File: src/rtl/riscv_lsu_pkg.sv
// Shared definitions for the load/store unit: size codes, FSM states and
// the default bus-timeout settings.
package riscv_lsu_pkg;

  localparam logic [2:0] LSU_SIZE_B  = 3'd0;
  localparam logic [2:0] LSU_SIZE_H  = 3'd1;
  localparam logic [2:0] LSU_SIZE_W  = 3'd2;
  localparam logic [2:0] LSU_SIZE_BU = 3'd4;
  localparam logic [2:0] LSU_SIZE_HU = 3'd5;

  localparam int unsigned LSU_TIMEOUT_CYCLES = 255;
  localparam int unsigned LSU_CNT_W          = 8;

  typedef enum logic [1:0] {
    LSU_IDLE = 2'd0,
    LSU_REQ  = 2'd1,
    LSU_WAIT = 2'd2,
    LSU_DONE = 2'd3
  } lsu_state_e;

endpackage

File: src/rtl/riscv_lsu_align.sv
// Byte-lane steering for the LSU: byte enables and replicated write data
// for stores, lane extraction plus sign/zero extension for loads.
module riscv_lsu_align
  import riscv_lsu_pkg::*;
(
  input  logic [2:0]  size_i,
  input  logic [1:0]  offset_i,
  input  logic [31:0] wd_i,
  input  logic [31:0] rd_i,
  output logic [3:0]  be_o,
  output logic [31:0] wd_o,
  output logic [31:0] rd_o
);

  logic [31:0] lane;

  // Shift the addressed lane down to bit 0, then steer/extend by size.
  always_comb begin
    be_o = 4'b0000;
    wd_o = 32'h0;
    rd_o = 32'h0;
    lane = rd_i >> {offset_i, 3'b000};
    case (size_i)
      LSU_SIZE_B: begin
        be_o = 4'b0001 << offset_i;
        wd_o = {4{wd_i[7:0]}};
        rd_o = {{24{lane[7]}}, lane[7:0]};
      end
      LSU_SIZE_BU: begin
        be_o = 4'b0001 << offset_i;
        wd_o = {4{wd_i[7:0]}};
        rd_o = {24'h0, lane[7:0]};
      end
      LSU_SIZE_H: begin
        be_o = 4'b0011 << offset_i;
        wd_o = {2{wd_i[15:0]}};
        rd_o = {{16{lane[15]}}, lane[15:0]};
      end
      LSU_SIZE_HU: begin
        be_o = 4'b0011 << offset_i;
        wd_o = {2{wd_i[15:0]}};
        rd_o = {16'h0, lane[15:0]};
      end
      LSU_SIZE_W: begin
        be_o = 4'b1111;
        wd_o = wd_i;
        rd_o = lane;
      end
      default: ;
    endcase
  end

endmodule

File: src/rtl/riscv_lsu.sv
// Load/store unit between execute stage and data memory.
// Optional bus timeout enabled by defining LSU_TIMEOUT_EN.
// Bus handshake: data_req_o is raised in REQ and, together with all data_*
// outputs, held stable until the cycle data_gnt_i is seen high; the
// response (data_rvalid_i) is accepted only in WAIT, so stray gnt/rvalid
// pulses in any other state have no effect.
module riscv_lsu
  import riscv_lsu_pkg::*;
#(
  parameter int unsigned TIMEOUT_CYCLES = LSU_TIMEOUT_CYCLES,
  parameter int unsigned CNT_W          = LSU_CNT_W
) (
  input  logic        clk_i,
  input  logic        rst_i,
  input  logic        core_req_i,
  input  logic        core_we_i,
  input  logic [2:0]  core_size_i,
  input  logic [31:0] core_addr_i,
  input  logic [31:0] core_wd_i,
  output logic [31:0] core_rd_o,
  output logic        core_stall_o,
  output logic        core_misalign_o,
  output logic        core_err_o,
  output logic        data_req_o,
  output logic        data_we_o,
  output logic [3:0]  data_be_o,
  output logic [31:0] data_addr_o,
  output logic [31:0] data_wd_o,
  input  logic        data_gnt_i,
  input  logic        data_rvalid_i,
  input  logic [31:0] data_rd_i,
  output lsu_state_e  dbg_state_o
);

  if (TIMEOUT_CYCLES >= (2 ** CNT_W)) begin : g_bad_cfg
    $error("riscv_lsu: TIMEOUT_CYCLES does not fit in CNT_W bits");
  end

  lsu_state_e  state_q, state_d;
  logic        we_q, we_d;
  logic [2:0]  size_q, size_d;
  logic [31:0] addr_q, addr_d, wd_q, wd_d, rd_q, rd_d;
  logic        size_illegal, misaligned, bus_req;
  logic [3:0]  al_be;
  logic [31:0] al_wd, al_rd;

`ifdef LSU_TIMEOUT_EN
  logic [CNT_W-1:0] cnt_q, cnt_d;
  logic             to_q, to_d, to_hit;
  assign to_hit = (cnt_q == CNT_W'(TIMEOUT_CYCLES - 1));
`endif

  // Classify the incoming request; illegal size outranks misalignment.
  always_comb begin
    size_illegal = 1'b1;
    misaligned   = 1'b0;
    case (core_size_i)
      LSU_SIZE_B:  size_illegal = 1'b0;
      LSU_SIZE_H:  begin size_illegal = 1'b0;      misaligned = core_addr_i[0];    end
      LSU_SIZE_W:  begin size_illegal = 1'b0;      misaligned = |core_addr_i[1:0]; end
      LSU_SIZE_BU: size_illegal = core_we_i;
      LSU_SIZE_HU: begin size_illegal = core_we_i; misaligned = core_addr_i[0];    end
      default: ;
    endcase
  end

  riscv_lsu_align u_align (
    .size_i   (size_q),
    .offset_i (addr_q[1:0]),
    .wd_i     (wd_q),
    .rd_i     (data_rd_i),
    .be_o     (al_be),
    .wd_o     (al_wd),
    .rd_o     (al_rd)
  );

  // Next-state and core-side outputs of the transaction FSM.
  always_comb begin
    state_d         = state_q;
    we_d            = we_q;
    size_d          = size_q;
    addr_d          = addr_q;
    wd_d            = wd_q;
    rd_d            = rd_q;
    bus_req         = 1'b0;
    core_stall_o    = 1'b0;
    core_misalign_o = 1'b0;
    core_err_o      = 1'b0;
`ifdef LSU_TIMEOUT_EN
    cnt_d           = cnt_q;
    to_d            = to_q;
`endif
    case (state_q)
      LSU_IDLE: begin
        if (core_req_i) begin
          if (size_illegal) begin
            core_err_o = 1'b1;
          end else if (misaligned) begin
            core_misalign_o = 1'b1;
          end else begin
            core_stall_o = 1'b1;
            we_d         = core_we_i;
            size_d       = core_size_i;
            addr_d       = core_addr_i;
            wd_d         = core_wd_i;
            state_d      = LSU_REQ;
`ifdef LSU_TIMEOUT_EN
            cnt_d        = '0;
            to_d         = 1'b0;
`endif
          end
        end
      end
      LSU_REQ: begin
        bus_req      = 1'b1;
        core_stall_o = 1'b1;
        if (data_gnt_i) state_d = LSU_WAIT;
`ifdef LSU_TIMEOUT_EN
        cnt_d = cnt_q + CNT_W'(1);
        if (to_hit) begin
          state_d = LSU_DONE;
          rd_d    = 32'h0;
          to_d    = 1'b1;
        end
`endif
      end
      LSU_WAIT: begin
        core_stall_o = 1'b1;
        if (data_rvalid_i) begin
          rd_d    = we_q ? 32'h0 : al_rd;
          state_d = LSU_DONE;
        end
`ifdef LSU_TIMEOUT_EN
        cnt_d = cnt_q + CNT_W'(1);
        if (to_hit && !data_rvalid_i) begin
          state_d = LSU_DONE;
          rd_d    = 32'h0;
          to_d    = 1'b1;
        end
`endif
      end
      LSU_DONE: begin
        state_d = LSU_IDLE;
`ifdef LSU_TIMEOUT_EN
        core_err_o = to_q;
`endif
      end
      default: state_d = LSU_IDLE;
    endcase
  end

  // State and captured-request registers.
  always_ff @(posedge clk_i or posedge rst_i) begin
    if (rst_i) begin
      state_q <= LSU_IDLE;
      we_q    <= 1'b0;
      size_q  <= 3'd0;
      addr_q  <= 32'h0;
      wd_q    <= 32'h0;
      rd_q    <= 32'h0;
`ifdef LSU_TIMEOUT_EN
      cnt_q   <= '0;
      to_q    <= 1'b0;
`endif
    end else begin
      state_q <= state_d;
      we_q    <= we_d;
      size_q  <= size_d;
      addr_q  <= addr_d;
      wd_q    <= wd_d;
      rd_q    <= rd_d;
`ifdef LSU_TIMEOUT_EN
      cnt_q   <= cnt_d;
      to_q    <= to_d;
`endif
    end
  end

  // Bus outputs are only non-zero while a request is being presented.
  assign data_req_o  = bus_req;
  assign data_we_o   = bus_req & we_q;
  assign data_be_o   = bus_req ? al_be : 4'b0000;
  assign data_addr_o = bus_req ? {addr_q[31:2], 2'b00} : 32'h0;
  assign data_wd_o   = bus_req ? al_wd : 32'h0;
  assign core_rd_o   = rd_q;
  assign dbg_state_o = state_q;

endmodule

File: config.mk
export PLATFORM = sky130hd
export DESIGN_NAME = riscv_lsu
export DESIGN_NICKNAME = d
export VERILOG_FILES = /design/src/rtl/riscv_lsu_pkg.sv /design/src/rtl/riscv_lsu_align.sv /design/src/rtl/riscv_lsu.sv
export SDC_FILE = /design/constraint.sdc
export NUM_CORES = 1
export LEC_CHECK = 0
export BUFFER_PORTS_ARGS = -buffer_cell sky130_fd_sc_hd__buf_2
export CAP_MARGIN = 25
export CORE_ASPECT_RATIO = 0.5
export CORE_MARGIN = 5
export CORE_UTILIZATION = 35
export CTS_CLUSTER_DIAMETER = 50
export DETAILED_ROUTE_END_ITERATION = 7
export GPL_TIMING_DRIVEN = 0
export PLACE_DENSITY_LB_ADDON = 0.3
export SYNTH_ARGS = -nofsm -noshare
export SYNTH_HDL_FRONTEND = slang
export SYNTH_SLANG_ARGS = --single-unit
File: constraint.sdc
create_clock -name clk_i -period 3 [get_ports clk_i]
set_input_delay 0.45 -clock clk_i [delete_from_list [all_inputs] [get_ports clk_i]]
set_output_delay 0.45 -clock clk_i [all_outputs]
set_load 0.01 [all_outputs]
==> load_flow_metrics.sql <==
INSERT INTO impl_metrics (metric_group, metric, value, unit) VALUES
('outcome', 'outcome', 'finished clean', ''),
('layout', 'synthToLayoutAreaGrowth', '31.69', '%'),
('detailed_routing', 'violation_count_after_the_first_detailed_route_iteration', '236', ''),
('pwr', 'p_comb_frac', '0.474', ''),
('synthesis', 'ys_async_sr_fraction', '1.000', ''),
('pwr', 'seq_power_share', '0.352', ''),
('critical_path', 'critical-path-slowest-cell', 'dfrtp_1', ''),
('clock_network', 'setup_fix_bufs_post_cts', '0', ''),
('clock_network', 'clock_sink_count', '102', ''),
('critical_path', 'timing.rr.end', 'core_rd_o[17]', ''),
('synthesis', 'yosysSeqAreaShare', '0.4854', ''),
('synthesis', 'postSynthCellCount', '491', ''),
('detailed_routing', 'post_detailed_route_count_of_antenna_violating_nets', '0', ''),
('detailed_routing', 'drc', '0', ''),
('synthesis', 'post-synth-top-area-cell', 'dfrtp_1', ''),
('clock_network', 'count_of_h_tree_levels_built_during_cts', '3', ''),
('critical_path', 'cpMostUsedCell', 'nor2_1', ''),
('synthesis', 'yosys.cell_count.top_type', 'dfrtp_1', ''),
('pwr', 'netSwitchingFraction', '0.3953', ''),
('critical_path', 'critical_path.startpoint_type', 'register', ''),
('timing', 'finalCritPeriodShare', '0.9203', ''),
('placement', 'post_dp_cell_area', '0.006628', 'mm²'),
('clock_network', 'ctsLongestPathBuffers', '2', ''),
('critical_path', 'critical_path.startpoint', 'dbg_state_o[0]', ''),
('critical_path', 'cp_data_arrival_time', '2.31', 'ns'),
('global_routing', 'grt_usage', '0.1822', ''),
('pwr', 'internal-power', '4197', 'µW'),
('pwr', 'vdd_ir_drop_max', '0.3640', 'mV'),
('timing', 'finalHoldViolCount', '0', ''),
('pwr', 'totalPowerFinal', '6941', 'µW'),
('die', 'core_region_area', '0.01458', 'mm²'),
('timing', 'rsz_0062_raised_after_global_routing', 'no', ''),
('placement', 'numPortBuffers', '209', ''),
('critical_path', 'worstSetupEndpointType', 'primary output', ''),
('clock_network', 'cts_root_buffer', 'clkbuf_16', ''),
('synthesis', 'post_synth_xor_area_fraction', '0', ''),
('critical_path', 'crit_family', 'buffers and inverters', ''),
('global_routing', 'overflow', '0', ''),
('clock_network', 'cts_tree', 'built', ''),
('pwr', 'p_clk_frac', '0.174', ''),
('synthesis', 'syn_avg_cell_area', '10.71', 'µm²'),
('timing', 'timing.slew.headroom', '0.5787', ''),
('timing', 'setup-violations-final', '0', ''),
('synthesis', 'post_synth_and_or_nand_nor_area_fraction', '0.1409', ''),
('synthesis', 'synth.ff_latch_count', '102', ''),
('layout', 'post_route_cells_drive_above_1_share', '0.4478', ''),
('critical_path', 'path_max_fanout', '10', ''),
('critical_path', 'critPathBufInv', '4', ''),
('synthesis', 'postSynth.topFlopCell', 'dfrtp_1', ''),
('clock_network', 'cts.repair.resized', '0', ''),
('synthesis', 'netlist_area', '0.005259', 'mm²'),
('synthesis', 'synth_top_area_share', '0.4854', ''),
('die', 'fp.dieArea', '0.01773', 'mm²'),
('global_routing', 'number_of_global_route_vias_before_repair', '4823', ''),
('pwr', 'leakage_power_of_the_design', '0.003522', 'µW'),
('synthesis', 'synth.mux.area_fraction', '0.1994', ''),
('critical_path', 'worst_path_largest_cell_delay', '0.42', 'ns'),
('critical_path', 'r2r.worst_path.cells', '7', ''),
('die', 'ios', '212', ''),
('global_routing', 'wire_length_of_the_first_global_routing_pass', '25.94', 'mm'),
('pwr', 'p_per_area', '1002', 'mW/mm²'),
('synthesis', 'ys.warnings.count', '0', ''),
('layout', 'finalNetCount', '824', ''),
('detailed_routing', 'wirelength', '16.31', 'mm'),
('timing', 'maxSlewViolCount', '0', ''),
('timing', 'worst_pin_slew', '0.6277', 'ns'),
('synthesis', 'synth-compound-area-share', '0.1240', ''),
('timing', 'fin_setup_tns', '0', 'ns'),
('die', 'die_height', '96.68', 'µm'),
('timing', 'finClkSkew', '0.009925', 'ns'),
('critical_path', 'timing.critical_path.depth', '9', '');
cells in the final DEF (no fill, tap or decap), types with 2 or more instances in the layout:
master	instances
o21ai_0	15
and2_1	31
clkinv_2	2
nor3_2	2
buf_2	220
buf_4	4
nor2b_1	4
buf_12	2
buf_6	2
nand2_1	54
clkbuf_2	2
o21ai_1	2
a22oi_1	8
a221o_1	16
inv_1	4
a22o_1	7
nand2b_1	9
a21oi_1	43
o21a_1	2
ha_1	5
clkbuf_16	9
mux2i_1	17
mux2_2	69
nor2_1	32
mux2_1	9
and3_1	8
conb_1	2
dfrtp_1	102
clkbuf_1	17
state kept, by name, indices dropped and copies added (netlist names):
name	count
size_q	3
we_q	1
dbg_state_o	2
addr_q	32
core_rd_o	32
wd_q	32
final cells by class:
class | count | area [µm²] | share of cell area
Sequential cell | 102 | 2552 | 0.3686
Multi-Input combinational cell | 349 | 2511 | 0.3626
Timing Repair Buffer | 212 | 1114 | 0.1608
Buffer | 35 | 177.7 | 0.02565
Clock inverter | 5 | 57.56 | 0.008311
Tap cell | 198 | 247.7 | 0.03577
Inverter | 5 | 22.52 | 0.003252
Clock buffer | 11 | 242.7 | 0.03505
per-stage QoR:
| stage | util | setup WS, ns | std cells | hold WS, ns |
|---|---|---|---|---|
| CTS | 0.4750 | 0.1778 | 918 | 0.1671 |
| finish | 0.4749 | 0.2390 | 917 | 0.1620 |
| floorplan | - | 1.002 | 492 | 0.4489 |
| global placement | 0.4498 | 0.4520 | 899 | 0.4551 |
| global route | 0.4749 | 0.06459 | 917 | 0.2015 |
| detailed placement | 0.4544 | 0.4641 | 902 | 0.4665 |
layer usage:
layer / vias to the layer above / GRT usage / wire [µm]
li1: 2175 / - / -
met3: 32 / 0.05210 / 1265
met2: 159 / 0.3135 / 8162
met5: - / 0 / 27
met1: 2274 / 0.2247 / 6547
met4: 4 / 0.04920 / 305
worst min path at each step:
stage	slack [ns]	from	to	cells past startpoint
2_1_floorplan	0.45	addr_q[25]	addr_q[25]	1
6_report	0.16	rst_i	dbg_state_o[0]	2
3_3_place_gp	0.46	core_rd_o[7]	core_rd_o[7]	2
3_5_place_dp	0.47	addr_q[25]	addr_q[25]	1
5_1_grt	0.20	rst_i	dbg_state_o[0]	2
4_1_cts	0.17	rst_i	dbg_state_o[0]	2
power by group through the flow:
stage / logic [µW] / registers, µW / clock network, µW
floorplan: 2100 / 2450 / 0
global placement: 3250 / 2440 / 0
detailed placement: 3310 / 2470 / 0
CTS: 3320 / 2450 / 1230
global route: 3610 / 2540 / 1290
finish: 3290 / 2450 / 1210
logic make-up after synthesis:
| logic type | count (synthesis) |
|---|---|
| DFF | 102 |
| AOI/OAI and AO/OA | 98 |
| muxes | 95 |
| adders and majority gates | 5 |
| buffers and inverters | 41 |
| and+or+nand+nor | 149 |
| other | 1 |
No activity file was read; power rests on OpenSTA's default activity.
